===== src/rtl/noc_pkg.sv =====
// noc_pkg: shared flit format for the local network interface.
package noc_pkg;
  localparam int FLIT_W = 16;
  localparam int COORD_W = 4;
  typedef struct packed {
    logic [7:0]         payload;
    logic [COORD_W-1:0] dx;
    logic [COORD_W-1:0] dy;
  } flit_t;
endpackage


===== src/rtl/noc_ni_fifo.sv =====
// noc_ni_fifo: first-word-fall-through sync FIFO with wrap-bit pointers.
module noc_ni_fifo #(
  parameter int WIDTH = 16,
  parameter int DEPTH = 4
) (
  input  logic             clk,
  input  logic             rst,
  input  logic             push,
  input  logic [WIDTH-1:0] din,
  input  logic             pop,
  output logic [WIDTH-1:0] head,
  output logic             full,
  output logic             empty
);
  localparam int AW = $clog2(DEPTH);
  logic [WIDTH-1:0] mem [DEPTH];
  logic [AW:0]      wr, rd;
  assign full  = (wr ^ rd) == {1'b1, {AW{1'b0}}};
  assign empty = wr == rd;
  assign head  = mem[rd[AW-1:0]];
  always_ff @(posedge clk or negedge rst)
    if (!rst) begin
      wr <= '0;
      rd <= '0;
    end else begin
      if (push && !full) wr <= wr + 1'b1;
      if (pop && !empty) rd <= rd + 1'b1;
    end
  always_ff @(posedge clk)
    if (push && !full) mem[wr[AW-1:0]] <= din;
endmodule


===== src/rtl/noc_local_ni.sv =====
// noc_local_ni: core-side NI packing/injecting single-flit packets under credits and ejecting with credit return.
module noc_local_ni
  import noc_pkg::*;
#(
  parameter int XCOORD    = 1,
  parameter int YCOORD    = 1,
  parameter int INJ_DEPTH = 4,
  parameter int EJ_DEPTH  = 4,
  parameter int CREDITS   = 4
) (
  input  logic              clk,
  input  logic              rst,
  input  logic              inj_valid,
  output logic              inj_ready,
  input  logic [COORD_W-1:0] inj_dest_x,
  input  logic [COORD_W-1:0] inj_dest_y,
  input  logic [7:0]        inj_payload,
  output logic [FLIT_W-1:0] net_out_data,
  output logic              net_out_enable,
  input  logic              net_out_credit,
  input  logic [FLIT_W-1:0] net_in_data,
  input  logic              net_in_enable,
  output logic              net_in_credit,
  output logic              ej_valid,
  input  logic              ej_ready,
  output logic [7:0]        ej_src_payload,
  output logic              err_overflow,
  output logic              err_misroute
);
  localparam int CW = $clog2(CREDITS + 1);
  localparam logic [CW-1:0] CMAX = CW'(CREDITS);
  localparam logic [7:0] NODE = {4'(XCOORD), 4'(YCOORD)};
  flit_t       inj_flit, inj_head;
  logic        inj_full, inj_empty, ej_full, ej_empty, send, ej_pop, cr_ovf;
  logic [CW-1:0] credit_cnt;
  assign inj_flit  = '{payload: inj_payload, dx: inj_dest_x, dy: inj_dest_y};
  assign inj_ready = !inj_full;
  assign send      = !inj_empty && credit_cnt != '0;
  assign ej_valid  = !ej_empty;
  assign ej_pop    = ej_valid && ej_ready;
  assign cr_ovf    = net_out_credit && !send && credit_cnt == CMAX;
  noc_ni_fifo #(.WIDTH(FLIT_W), .DEPTH(INJ_DEPTH)) u_inj (
    .clk, .rst, .push(inj_valid && inj_ready), .din(inj_flit), .pop(send),
    .head(inj_head), .full(inj_full), .empty(inj_empty)
  );
  // Only the payload is ever read back by the core, so only it is buffered.
  noc_ni_fifo #(.WIDTH(8), .DEPTH(EJ_DEPTH)) u_ej (
    .clk, .rst, .push(net_in_enable && !ej_full), .din(net_in_data[15:8]), .pop(ej_pop),
    .head(ej_src_payload), .full(ej_full), .empty(ej_empty)
  );
  always_ff @(posedge clk or negedge rst)
    if (!rst) begin
      net_out_enable <= 1'b0;
      net_out_data   <= '0;
      net_in_credit  <= 1'b0;
      credit_cnt     <= CMAX;
      err_overflow   <= 1'b0;
      err_misroute   <= 1'b0;
    end else begin
      net_out_enable <= send;
      if (send) net_out_data <= inj_head;
      net_in_credit <= ej_pop;
      if (send && !net_out_credit) credit_cnt <= credit_cnt - 1'b1;
      else if (!send && net_out_credit && !cr_ovf) credit_cnt <= credit_cnt + 1'b1;
      if (cr_ovf || (net_in_enable && ej_full)) err_overflow <= 1'b1;
      if (net_in_enable && net_in_data[7:0] != NODE) err_misroute <= 1'b1;
    end
endmodule

===== config.mk =====
export PLATFORM = sky130hd
export DESIGN_NAME = noc_local_ni
export DESIGN_NICKNAME = d
export VERILOG_FILES = /design/src/rtl/noc_pkg.sv /design/src/rtl/noc_ni_fifo.sv /design/src/rtl/noc_local_ni.sv
export SDC_FILE = /design/constraint.sdc
export NUM_CORES = 1
export LEC_CHECK = 0
export ABC_CLOCK_PERIOD_IN_PS = 3800
export BUFFER_PORTS_ARGS = -buffer_cell sky130_fd_sc_hd__buf_4
export CAP_MARGIN = 15
export CORE_MARGIN = 2
export CORE_UTILIZATION = 30
export CTS_CLUSTER_DIAMETER = 100
export CTS_CLUSTER_SIZE = 30
export DETAILED_ROUTE_END_ITERATION = 16
export SLEW_MARGIN = 0
export SYNTH_ARGS = -nofsm -noshare
export SYNTH_HDL_FRONTEND = slang
export SYNTH_SLANG_ARGS = --single-unit

===== constraint.sdc =====
create_clock -name clk -period 3.8 [get_ports clk]
set_clock_uncertainty 0.1 [all_clocks]
set_input_delay 0.19 -clock clk [delete_from_list [all_inputs] [get_ports clk]]
set_output_delay 0.19 -clock clk [all_outputs]
set_load 0.01 [all_outputs]

# After elaboration in Yosys (flattened, before gate mapping)
# Memory sizes are Yosys's and may differ from the RTL's. A register that Yosys moved wholly into a read port is not among the register bits.
# Cells that the tools add are included.
# word_totals
memories	2
out_inout_bits	30
reg_bits	19
ram_bits	96
inputBits	38
word_cells	56
# classes
mux	6
n_reduce_logical	25
add_sub_neg	6
n_eq_ne	6
n_bitwise	2
# mem_list
memory	depth	width	rd	rd_clocked_by_memory_dff	write_ports	line	rtl
u_inj.mem	4	16	1	1	1	noc_ni_fifo.sv:16	logic [WIDTH-1:0] mem [DEPTH];
u_ej.mem	4	8	1	0	1	noc_ni_fifo.sv:16	
# ops
op	n
$add A3 B1 Y3 const B	5
$logic_and A1 B1 Y1	14
$eq A3 B3 Y1 const B	3
$logic_not A1 Y1	8
$ne A8 B5 Y1 const B	1
$eq A3 B3 Y1	2
$mux W3	2
$xor A3 B3 Y3	2
$mux W1	4
$reduce_bool A3 Y1	1
$sub A3 B1 Y3 const B	1
$reduce_bool A2 Y1	1
$logic_or A1 B1 Y1	1

# Logic depth before layout (Yosys ltp)
# Gate-level depths: netlist of the first run.
# depth
word_depth	10
ltp_mapped	10

# Hierarchy
# Synthesis of the first run repeated with hierarchy kept, for this count alone.
# unflattened
cells_unflattened	310
hier_area_um2	5681.7
# by_module_without_submodules
mod	area_each_um2	cells_per_inst	n_inst	seq_area_each_um2
noc_ni_fifo at u_inj	2829.0	132	1	2072.0
noc_ni_fifo at u_ej	1695.4	90	1	1111.1
noc_local_ni	1157.4	88	1	576.8

# Worst setup path after synthesis of the first run
# OpenSTA, ideal clock, no wires.
# synth_timing
path_kind	reg-to-reg
from	register u_inj.rd[0]
to	register credit_cnt[2]
t_arrival_ns	2.161
period_less_slack_ns	2.345
path_stages_with_launch	11
setup_time_ns	0.083
slack_ns	1.455
cell_sequence	dfrtp_1 -> buf_6 -> xnor2_4 -> a31oi_4 -> buf_6 -> nand2b_1 -> fa_1 -> nor2b_1 -> or3b_2 -> mux2i_1 -> a221o_1
# synth_via
elab_chain_cells	9
word_cells_on_any_way	11
# synth_lines
element	line	rtl
start, declared	noc_ni_fifo.sv:17	logic [AW:0] wr, rd;
start signal, assigned	noc_ni_fifo.sv:27	if (pop && !empty) rd <= rd + 1'b1;
$eq A3 B3 Y1 *	noc_ni_fifo.sv:19	assign empty = wr == rd;
$logic_not A1 Y1 *	noc_local_ni.sv:38	assign send = !inj_empty && credit_cnt != '0;
$logic_and A1 B1 Y1 *	noc_local_ni.sv:38	
via send	noc_local_ni.sv:34	logic inj_full, inj_empty, ej_full, ej_empty, send, ej_pop, cr_ovf;
$logic_not A1 Y1	noc_local_ni.sv:41, noc_local_ni.sv:64	
$logic_and A1 B1 Y1	noc_local_ni.sv:41, noc_local_ni.sv:64	
$logic_and A1 B1 Y1	noc_local_ni.sv:41	assign cr_ovf = net_out_credit && !send && credit_cnt == CMAX;
$logic_not A1 Y1	noc_local_ni.sv:64	else if (!send && net_out_credit && !cr_ovf) credit_cnt <= credit_cnt + 1'b1;
$logic_and A1 B1 Y1	noc_local_ni.sv:64	
$reduce_bool A2 Y1 (no line)	--	
end signal, assigned	noc_local_ni.sv:63	if (send && !net_out_credit) credit_cnt <= credit_cnt - 1'b1;
end signal, assigned	noc_local_ni.sv:64	
end, declared	noc_local_ni.sv:35	logic [CW-1:0] credit_cnt;
# Mark *: on every way through the listed nets, which the timed path passes. The rest lies on a longest branch.
# A chain may end at the register's enable or synchronous reset.

# Worst setup path in the final report of the first run
# layout_timing
from	register u_inj.wr[0]
to	memory u_inj.mem[1][14], enable pin
# layout_via
elab_chain_cells	7
# layout_lines
element	line	rtl
start, declared	noc_ni_fifo.sv:17	
start signal, assigned	noc_ni_fifo.sv:26	if (push && !full) wr <= wr + 1'b1;
$xor A3 B3 Y3	noc_ni_fifo.sv:18	assign full = (wr ^ rd) == {1'b1, {AW{1'b0}}};
$eq A3 B3 Y1	noc_ni_fifo.sv:18	
$logic_not A1 Y1	noc_ni_fifo.sv:30, noc_local_ni.sv:37	
$logic_and A1 B1 Y1	noc_local_ni.sv:43	.clk, .rst, .push(inj_valid && inj_ready), .din(inj_flit), .pop(send),
$logic_and A1 B1 Y1	noc_ni_fifo.sv:30	if (push && !full) mem[wr[AW-1:0]] <= din;
$mux W1	noc_ni_fifo.sv:30	
$mux W1 (implied by the code)	noc_ni_fifo.sv:30	
end, declared	noc_ni_fifo.sv:16	
# Parallel ways exist; a longest one is shown, timed or not.

==> flow_metrics.py, run 1 <==
metrics = {
    "worst_setup_path": {
        "critPathLaunchType": "flip-flop",
        "critPathRequiredTime_ps": 3730,
        "path_buf_inv": 0,
        "cp-end-kind": "flip-flop",
        "critPathKind": "reg2reg",
        "path_cells": "xnor2_4 > a31oi_4 > and2_1",
        "cp.arrival_ps": 2150,
        "crit_family": "simple AND/OR/NAND/NOR gates",
        "cp_max_fo": 16,
        "cp_slowest_cell": "and2_1",
        "slowest_delay_ps": 800,
    },
    "sta": {
        "slew_headroom_pct": 36.5,
        "hold_viol": 0,
        "drv_slew": 0,
        "setup_viol": 0,
        "fmax_mhz": 449,
        "worst_slew_pin_slew_ps": 952,
        "rsz0062_at_grt": "no",
        "period_share_pct": 58.7,
        "layout_setup_ws_ps": 1570,
        "min_period_ps": 2230,
        "fin_setup_tns_ps": 0,
    },
    "routing": {
        "vias": 2726,
        "drcViolationCount": 0,
        "ant_nets": 0,
        "wl_mm": 9.83,
        "first_pass_iters": 5,
        "wl_per_cell_um": 16.0,
        "drt_iter0_markers": 147,
        "avgViaCountPerCell": 4.43,
    },
    "clocking": {
        "ctsHtreeMaxLevel": 4,
        "cts_root_buf": "clkbuf_16",
        "cts_inserted_buffers": 17,
        "cts_resized": 0,
        "clkSinkCount": 131,
        "hold_buffers": 26,
        "postCtsSetupRepairBufs": 0,
        "cts_tree": "yes",
        "insertion_delay_ps": 400,
        "path_clk_slew_ps": 60,
        "cts_buffer_depth": 2,
    },
    "placement": {
        "io_buffers": 67,
        "dp_hpwl_mm": 6.28,
        "globalplace.congestion": 0.708,
        "post-place-ws_ps": 1520,
    },
    "synthesis": {
        "seq_area_frac_synth_pct": 69.5,
        "yosys_warnings": 0,
        "synth-main-ff-cell": "edfxtp_1",
        "ys_types": 40,
        "syn_inst": 267,
        "synth_top_area_share_pct": 53.3,
        "synth.avg_cell_area_sq_um": 20.3,
        "synth_top_area_cell": "edfxtp_1",
        "synth_area_sq_um": 5410,
        "synth_top_cells_by_area": "edfxtp_1, dfrtp_1, mux4_2",
        "synthArstFlopShare_pct": 26.7,
        "ys_ff_latch": 131,
        "syn-num-nets": 316,
        "synth_edf_count": 96,
    },
    "floorplanning": {
        "die-area_sq_um": 19100,
        "start_util_pct": 30.3,
        "die_y_um": 138,
        "pin_count": 68,
        "core_sq_um": 17800,
        "fp.dieW_um": 138,
        "row_count": 49,
    },
    "final_layout": {
        "final_util_pct": 39.1,
        "area_growth_pct": 29.1,
        "antenna_cells": 0,
        "drive_gt1_share_pct": 37.8,
        "nNetsFinal": 422,
    },
    "grt": {
        "grt_pass1_vias": 2927,
        "antenna_found_initial": 0,
        "grt_remaining_overflow": 0,
        "grt_pass1_wl_mm": 15.9,
        "grt_usage_pct": 10.8,
        "grt_max_degree": 36,
    },
    "power": {
        "switchingPower_w": 0.00190,
        "p_leak_nw": 2.67,
        "pwr-share-seq_pct": 37.2,
        "clkPwrFrac_pct": 26.3,
        "irDropWorstVdd_mv": 0.382,
        "switching_share_pct": 31.3,
        "p_int_w": 0.00418,
        "power_density_nw_per_um2": 871,
        "comb_power_share_pct": 36.4,
    },
    "hold_path": {
        "hp-class": "in2reg",
    },
    "outcome": {
        "outcome": "complete, no violations",
    },
    "job": {
        "maxCapViolCount": 0,
    },
}
==> layer usage <==
metal	global-route usage (%)	up-vias	wire [um]
met2	16.7	79	4640
met4	3.17	0	64
li1	-	1255	-
met3	3.57	6	473
met5	0	-	0
met1	14.5	1386	4650
==> placed cells by master, fill, tap and decap left out, types with 3 or more instances in the layout <==
| master | netlist | layout |
|---|---|---|
| xor2_1 | 7 | 7 |
| xnor2_1 | 7 | 7 |
| a31oi_4 | 3 | 3 |
| mux2_4 | 16 | 16 |
| clkinv_4 | 0 | 3 |
| nand3_1 | 4 | 4 |
| inv_1 | 11 | 11 |
| inv_6 | 0 | 4 |
| o21ai_0 | 3 | 3 |
| and2_1 | 8 | 8 |
| dfrtp_1 | 34 | 34 |
| mux4_1 | 7 | 7 |
| nand2_1 | 4 | 4 |
| mux4_2 | 17 | 17 |
| dlygate4sd3_1 | 0 | 26 |
| buf_4 | 1 | 70 |
| edfxtp_1 | 96 | 96 |
| ha_1 | 10 | 10 |
| nor2_1 | 3 | 3 |
| clkbuf_16 | 0 | 17 |
==> Yosys cell counts, types with 2 or more instances <==
library cell / count
mux2i_1: 2
nand2_1: 4
mux4_2: 17
xnor2_1: 7
xor2_1: 7
nor2b_1: 2
o21ai_0: 3
nand2b_1: 2
and2_1: 8
xnor2_4: 2
mux2_4: 16
mux2_2: 2
inv_1: 11
o221ai_1: 2
a31oi_4: 3
ha_1: 10
edfxtp_1: 96
nor4b_1: 2
buf_6: 6
dfrtp_1: 34
nor2_1: 3
mux4_1: 7
nand3_1: 4
==> logic make-up (layout without fill, tap and decap cells) <==
logic type,count (synthesis),count (layout),synth area share (%)
compound gates,12,12,2.55
xor+xnor,17,17,3.59
mux,44,44,15.7
simple gates,32,32,3.63
buf+inv,20,139,2.31
flops,131,131,69.5
fa+ha+maj,11,11,2.68
==> worst min-delay path, delay by kind of cell <==
| family | cells | cell delay, ps |
|---|---|---|
| and+or+nand+nor | 2 | 140 |
| AOI/OAI and AO/OA | 1 | 100 |
| buffers and inverters | 1 | 80 |
==> metrics by stage <==
stage / power (W) / instance area, sq um / hold slack (ps) / instances
after floorplan: 0.00391 / 5410 / -206 / 267
after global placement: 0.00447 / 6140 / 92.6 / 557
after detailed placement: 0.00452 / 6140 / 108 / 557
after CTS: 0.00617 / 6980 / 24.8 / 615
after global routing: 0.00643 / 6980 / 57.6 / 615
final: 0.00608 / 6980 / 34.5 / 615
==> layout make-up <==
class	instances	area, sq um
Inverter	11	41.3
Multi-Input combinational cell	116	1520
Clock inverter	14	154
Fill cell	1622	10900
Timing Repair Buffer	96	786
Sequential cell	131	3760
Clock buffer	18	429
Tap cell	229	287
==> registers in the layout (all words and copies together), names as in the netlist <==
name            flops
err_overflow        1
err_misroute        1
net_out_enable      1
u_ej.mem           32
u_ej.rd             3
u_inj.mem          64
u_inj.rd            3
u_inj.wr            3
net_in_credit       1
u_ej.wr             3
net_out_data       16
credit_cnt          3
==> power groups by stage <==
| stage | logic [W] | clock network (W) | registers [W] |
|---|---|---|---|
| 2_1_floorplan | 0.00168 | 0 | 0.00223 |
| 5_1_grt | 0.00241 | 0.00170 | 0.00232 |
| 6_report | 0.00221 | 0.00160 | 0.00226 |
| 3_5_place_dp | 0.00222 | 0 | 0.00230 |
| 3_3_place_gp | 0.00220 | 0 | 0.00228 |
| 4_1_cts | 0.00226 | 0.00164 | 0.00227 |
==> final timing paths <==
check	startpoint	to	slack, ps	cells after the start
worst min-delay path	net_in_data[6]	err_misroute$_DFFE_PN0P_	30	4
max in group asynchronous	rst	credit_cnt[2]$_DFFE_PN1P_	3030	2
worst max register to register	u_inj.wr[0]$_DFFE_PN0P_	u_inj.mem[1][14]$_DFFE_PP_	1570	3
worst min register to register	err_misroute$_DFFE_PN0P_	err_misroute$_DFFE_PN0P_	370	1
min in group asynchronous	rst	err_misroute$_DFFE_PN0P_	200	2
worst max-delay path	u_inj.wr[0]$_DFFE_PN0P_	u_inj.mem[1][14]$_DFFE_PP_	1570	3
Power figures use the tool's default switching activity.
==> run 2, diff against run 1 <==
Settings changed: ABC_AREA set to 1, ABC_CLOCK_PERIOD_IN_PS 3800 to 2100.
Clock period 3.8 ns to 2.1 ns, I/O delays scaled along.
==> flow_metrics.py, run 2 <==
metrics = {
    "clocking": {
        "path_clk_slew_ps": 60,
        "cts_root_buf": "clkbuf_16",
        "clkSinkCount": 131,
        "hold_buffers": 30,
        "cts_buffer_depth": 2,
        "cts_inserted_buffers": 17,
        "ctsHtreeMaxLevel": 4,
        "insertion_delay_ps": 410,
        "cts_tree": "yes",
        "cts_resized": 0,
        "postCtsSetupRepairBufs": 0,
    },
    "power": {
        "power_density_nw_per_um2": 1510,
        "p_leak_nw": 2.72,
        "irDropWorstVdd_mv": 0.785,
    },
    "routing": {
        "avgViaCountPerCell": 4.47,
        "first_pass_iters": 4,
        "ant_nets": 0,
        "drt_iter0_markers": 193,
        "wl_per_cell_um": 14.3,
        "drcViolationCount": 0,
        "vias": 3470,
        "wl_mm": 11.1,
    },
    "synthesis": {
        "ys_ff_latch": 131,
        "syn_inst": 424,
        "yosysMostFrequentCell": "edfxtp_1",
        "synth_top_area_share_pct": 53.8,
        "synthArstFlopShare_pct": 26.7,
        "seq_area_frac_synth_pct": 70.2,
        "synth_top_area_cell": "edfxtp_1",
        "syn-num-nets": 473,
        "synth_area_sq_um": 5350,
        "synth.avg_cell_area_sq_um": 12.6,
        "ys_types": 36,
        "synthTopCellsByCount": "edfxtp_1, nor2_1, o21ai_0, dfrtp_1, inv_1",
        "synth_top_cells_by_area": "edfxtp_1, dfrtp_1, nor2_1",
        "yosys_warnings": 0,
        "synth_edf_count": 96,
        "synth-main-ff-cell": "edfxtp_1",
    },
    "sta": {
        "drv_slew": 0,
        "slew_headroom_pct": 66.2,
        "hold_ws_ps": 110,
        "setup_viol": 0,
        "hold_viol": 0,
        "rsz0062_at_grt": "no",
        "fmax_mhz": 512,
        "min_period_ps": 1950,
        "worst_slew_pin_slew_ps": 507,
        "period_share_pct": 93.0,
        "layout_setup_ws_ps": 148,
    },
    "floorplanning": {
        "start_util_pct": 30.8,
        "core_sq_um": 17400,
        "fp.dieW_um": 138,
        "die-area_sq_um": 18900,
        "pin_count": 68,
        "row_count": 48,
        "die_y_um": 138,
    },
    "placement": {
        "globalplace.congestion": 0.779,
        "dp_cells": 714,
        "dp_hpwl_mm": 6.98,
        "io_buffers": 67,
        "post-place-ws_ps": 246,
    },
    "final_layout": {
        "final_util_pct": 40.4,
        "drive_gt1_share_pct": 25.8,
        "regArea_sq_um": 3760,
        "final_common_cell": "edfxtp_1",
        "final_cell_mix": "edfxtp_1, nor2_1, buf_4",
        "nNetsFinal": 587,
        "antenna_cells": 0,
        "multi_input_area_sq_um": 1350,
        "n_fill_cell": 1619,
        "largest_register_ffs": 64,
        "area_growth_pct": 31.0,
        "fin_cells": 776,
    },
    "job": {
        "maxCapViolCount": 0,
    },
    "worst_setup_path": {
        "critPathKind": "reg2out",
        "cp-end-kind": "output port",
        "critPathRequiredTime_ps": 1890,
        "cp_max_fo": 10,
        "cp.arrival_ps": 1750,
        "r2r.worst_path.cells": 9,
        "r2r_end": "credit_cnt[2]$_DFFE_PN1P_",
        "critPathLaunchType": "flip-flop",
        "rrSetupSlack_ps": 220,
        "rr_startpoint": "credit_cnt[2]$_DFFE_PN1P_",
    },
    "hold_path": {
        "hp-class": "in2async",
    },
    "grt": {
        "use_met2_pct": 20.5,
        "grt_use_met3_pct": 3.42,
        "grt_usage_pct": 12.6,
        "antenna_found_initial": 0,
        "grt_max_degree": 38,
        "grt_pass1_wl_mm": 17.6,
        "met1_usage_pct": 15.8,
        "top_usage_layer": "met2",
        "grt_remaining_overflow": 0,
        "grt_pass1_vias": 3458,
    },
    "outcome": {
        "outcome": "complete, no violations",
    },
}
-- run 2: worst max path at each step --
stage                         startpoint                   endpoint  slack [ps]  cells after the start
6_report          u_ej.rd[1]$_DFFE_PN0P_          ej_src_payload[4]         150                      5
5_1_grt           u_ej.rd[0]$_DFFE_PN0P_          ej_src_payload[4]          10                      4
4_1_cts           u_ej.rd[1]$_DFFE_PN0P_          ej_src_payload[4]         120                      5
3_5_place_dp     u_inj.wr[0]$_DFFE_PN0P_  credit_cnt[2]$_DFFE_PN1P_         250                     11
3_3_place_gp   credit_cnt[2]$_DFFE_PN1P_  credit_cnt[2]$_DFFE_PN1P_         330                      9
2_1_floorplan    u_inj.rd[0]$_DFFE_PN0P_  u_inj.mem[0][0]$_DFFE_PP_         -60                      6
-- run 2: through the flow --
step                setup TNS (ps)  area, sq um  power (W)
global placement                 0         6140    0.00775
global route                     0         7010     0.0114
finish                           0         7010     0.0106
floorplan                    -2950         5350    0.00656
detailed placement               0         6140    0.00785
CTS                              0         7010     0.0108
-- run 2: worst max-delay path: stages (launching register included) --
cell	delay [ps]
dfrtp_1	390
buf_4	180
inv_1	260
o21ai_0	140
o22ai_1	200
buf_4	160
-- run 2: logic make-up after synthesis --
logic type	after synthesis	share of synthesized area [%]
AOI/OAI and AO/OA	80	8.53
xor gates and xnor gates	12	1.96
adders and majority gates	11	2.71
buffers and inverters	46	4.58
DFF	131	70.2
and+or+nand+nor	144	12.0
-- run 2: metal layers --
metal	up-vias	routed length [um]	share of wire, %
li1	1708	-	-
met1	1670	5210	47
met2	81	5280	47
met3	11	484	4.3
met4	0	157	1.4
met5	-	0	0
-- run 2: layout make-up --
type / instances / area share, %
clock buffer: 18 / 6.26
clock inverter: 14 / 1.82
inverter: 29 / 1.80
multi-input combinational: 247 / 19.2
sequential: 131 / 53.6
tap: 225 / 4.01
timing repair buffer: 112 / 13.2
-- run 2: where the power goes --
| group | internal [W] | switching (W) |
|---|---|---|
| Clock | 0.00167 | 0.00113 |
| Sequential | 0.00360 | 0.000333 |
| Combinational | 0.00149 | 0.00238 |
==> run 3, diff against run 2 <==
--- a/config.mk
+++ b/config.mk
@@ -11,5 +11,5 @@
 export CAP_MARGIN = 15
 export CORE_MARGIN = 2
-export CORE_UTILIZATION = 30
+export CORE_UTILIZATION = 40
 export CTS_CLUSTER_DIAMETER = 100
 export CTS_CLUSTER_SIZE = 30
==> constraint.sdc (replaced) <==
create_clock -name clk -period 2.1 [get_ports clk]
set_clock_uncertainty 0.1 [all_clocks]
set_input_delay 0.105 -clock clk [delete_from_list [all_inputs] [get_ports clk]]
set_output_delay 0.105 -clock clk [all_outputs]
set_load 0.005 [all_outputs]
==> flow_metrics.py, run 3 (synthesized netlist as in run 2, its figures left out) <==
metrics = {
    "clocking": {
        "cts_root_buf": "clkbuf_16",
        "cts_buffer_depth": 2,
        "clkSinkCount": 131,
        "cts_inserted_buffers": 17,
        "cts_tree": "yes",
        "ctsHtreeMaxLevel": 4,
        "path_clk_slew_ps": 50,
        "insertion_delay_ps": 410,
    },
    "final_layout": {
        "largest_register_ffs": 64,
        "n_fill_cell": 1127,
        "nNetsFinal": 592,
        "final_cell_mix": "edfxtp_1, nor2_1, buf_4",
        "antenna_cells": 0,
        "area_growth_pct": 30.5,
        "final_common_cell": "edfxtp_1",
        "drive_gt1_share_pct": 25.2,
        "multi_input_area_sq_um": 1350,
        "regArea_sq_um": 3760,
        "fin_area_sq_um": 6990,
    },
    "grt": {
        "grt_pass1_wl_mm": 17.8,
        "grt_pass1_vias": 3507,
        "grt_remaining_overflow": 0,
        "grt_max_degree": 38,
        "antenna_found_initial": 0,
        "grt_usage_pct": 16.4,
    },
    "sta": {
        "hold_viol": 0,
        "min_period_ps": 1960,
        "fmax_mhz": 510,
        "slew_headroom_pct": 66.9,
        "drv_slew": 0,
        "setup_viol": 0,
        "layout_setup_ws_ps": 138,
        "worst_slew_pin_slew_ps": 497,
        "period_share_pct": 93.4,
        "hold_ws_ps": 118,
        "rsz0062_at_grt": "no",
    },
    "worst_setup_path": {
        "critPathLaunchType": "flip-flop",
        "crit_top_cell": "buf_4",
        "path_cells": "clkinvlp_4 > buf_4 > o21ai_0 > o22ai_1 > buf_4",
        "critPathKind": "reg2out",
        "cp_slowest_cell": "dfrtp_1",
        "slowest_delay_ps": 560,
        "path_buf_inv": 3,
        "cp.arrival_ps": 1760,
        "cp_max_fo": 16,
        "crit_family": "flip-flops",
        "cp-end-kind": "output port",
        "critPathRequiredTime_ps": 1890,
    },
    "floorplanning": {
        "row_count": 42,
        "start_util_pct": 40.8,
        "fp.dieW_um": 120,
        "die_y_um": 120,
        "die-area_sq_um": 14300,
        "pin_count": 68,
        "core_sq_um": 13100,
    },
    "hold_path": {
        "hp-class": "in2async",
    },
    "placement": {
        "dp_hpwl_mm": 6.64,
        "io_buffers": 67,
        "post_dp_cell_area_sq_um": 6120,
        "post-place-ws_ps": 227,
        "globalplace.congestion": 0.755,
    },
    "routing": {
        "first_pass_iters": 4,
        "wl_mm": 10.8,
        "drt_iter0_markers": 245,
        "ant_nets": 0,
        "drcViolationCount": 0,
        "vias": 3498,
        "wl_per_cell_um": 14.7,
        "avgViaCountPerCell": 4.79,
    },
    "power": {
        "power_w": 0.0105,
        "power_density_nw_per_um2": 1500,
        "p_leak_nw": 2.74,
        "irDropWorstVdd_mv": 0.958,
    },
    "job": {
        "maxCapViolCount": 0,
    },
    "outcome": {
        "outcome": "complete, no violations",
    },
}
## run 3: cell types whose count changed in the layout (fill, tap and decap cells not counted)
cell	previous run	this run
buf_4	81	85
clkinv_4	3	1
inv_1	25	24
clkinvlp_4	3	1
inv_6	4	0
bufinv_16	1	2
buf_12	1	2
clkbuf_1	0	6
clkinv_1	1	2
## run 3: worst paths after layout
| check | from | to | slack, ps | cells past startpoint |
|---|---|---|---|---|
| min in group clk | net_in_data[9] | u_ej.mem[1][1]$_DFFE_PP_ | 340 | 2 |
| worst max-delay path | u_ej.rd[0]$_DFFE_PN0P_ | ej_src_payload[0] | 140 | 5 |
| max in group asynchronous | rst | credit_cnt[2]$_DFFE_PN1P_ | 1420 | 2 |
| worst min-delay path | rst | net_out_data[8]$_DFFE_PN0P_ | 120 | 2 |
| worst min register to register | credit_cnt[0]$_DFFE_PN0P_ | credit_cnt[0]$_DFFE_PN0P_ | 370 | 1 |
| worst max register to register | u_inj.wr[0]$_DFFE_PN0P_ | credit_cnt[2]$_DFFE_PN1P_ | 210 | 11 |
## run 3: area by class of cell
type	count	share of cell area [%]
inverter	29	1.86
sequential	131	53.8
multi-input combinational	247	19.3
timing repair buffer	117	14.0
tap	176	3.15
clock buffer	24	6.61
clock inverter	7	1.24
## run 3: power by group
group | switching, W | internal [W]
sequential | 0.000365 | 0.00361
combinational | 0.00225 | 0.00156
clock | 0.000971 | 0.00176
## run 3: worst register-to-register path: cells and delay by family (launching register included)
kind                     cells  cell delay, ps
buffers and inverters        3             270
AND/OR/NAND/NOR              7             640
adder cells (fa/ha/maj)      1             440
flip-flops                   1             390
## run 3: per-layer routing
layer | up-vias | share of wire (%) | GRT usage, %
met5 | - | 0 | 0
met3 | 22 | 4.8 | 4.80
met2 | 92 | 50 | 26.9
met1 | 1678 | 43 | 20.1
li1 | 1706 | - | -
met4 | 0 | 2.1 | 7.72
## run 3: what timing repair did
item | 4_1_cts | 5_1_grt
hold buffers | 30 | 0
hold endpoints to repair | 143 | 0
setup buffers | 0 | 2
resized for setup | 0 | 1
endpoints found under the setup margin | 0 | 7
## run 3: per-stage QoR
stage / util [%] / cells / setup TNS, ps
global placement: 46.6 / 668 / 0
detailed placement: 46.6 / 668 / 0
floorplan: - / 424 / -361
finish: 53.2 / 731 / 0
global route: 53.2 / 731 / 0
CTS: 53.0 / 729 / 0
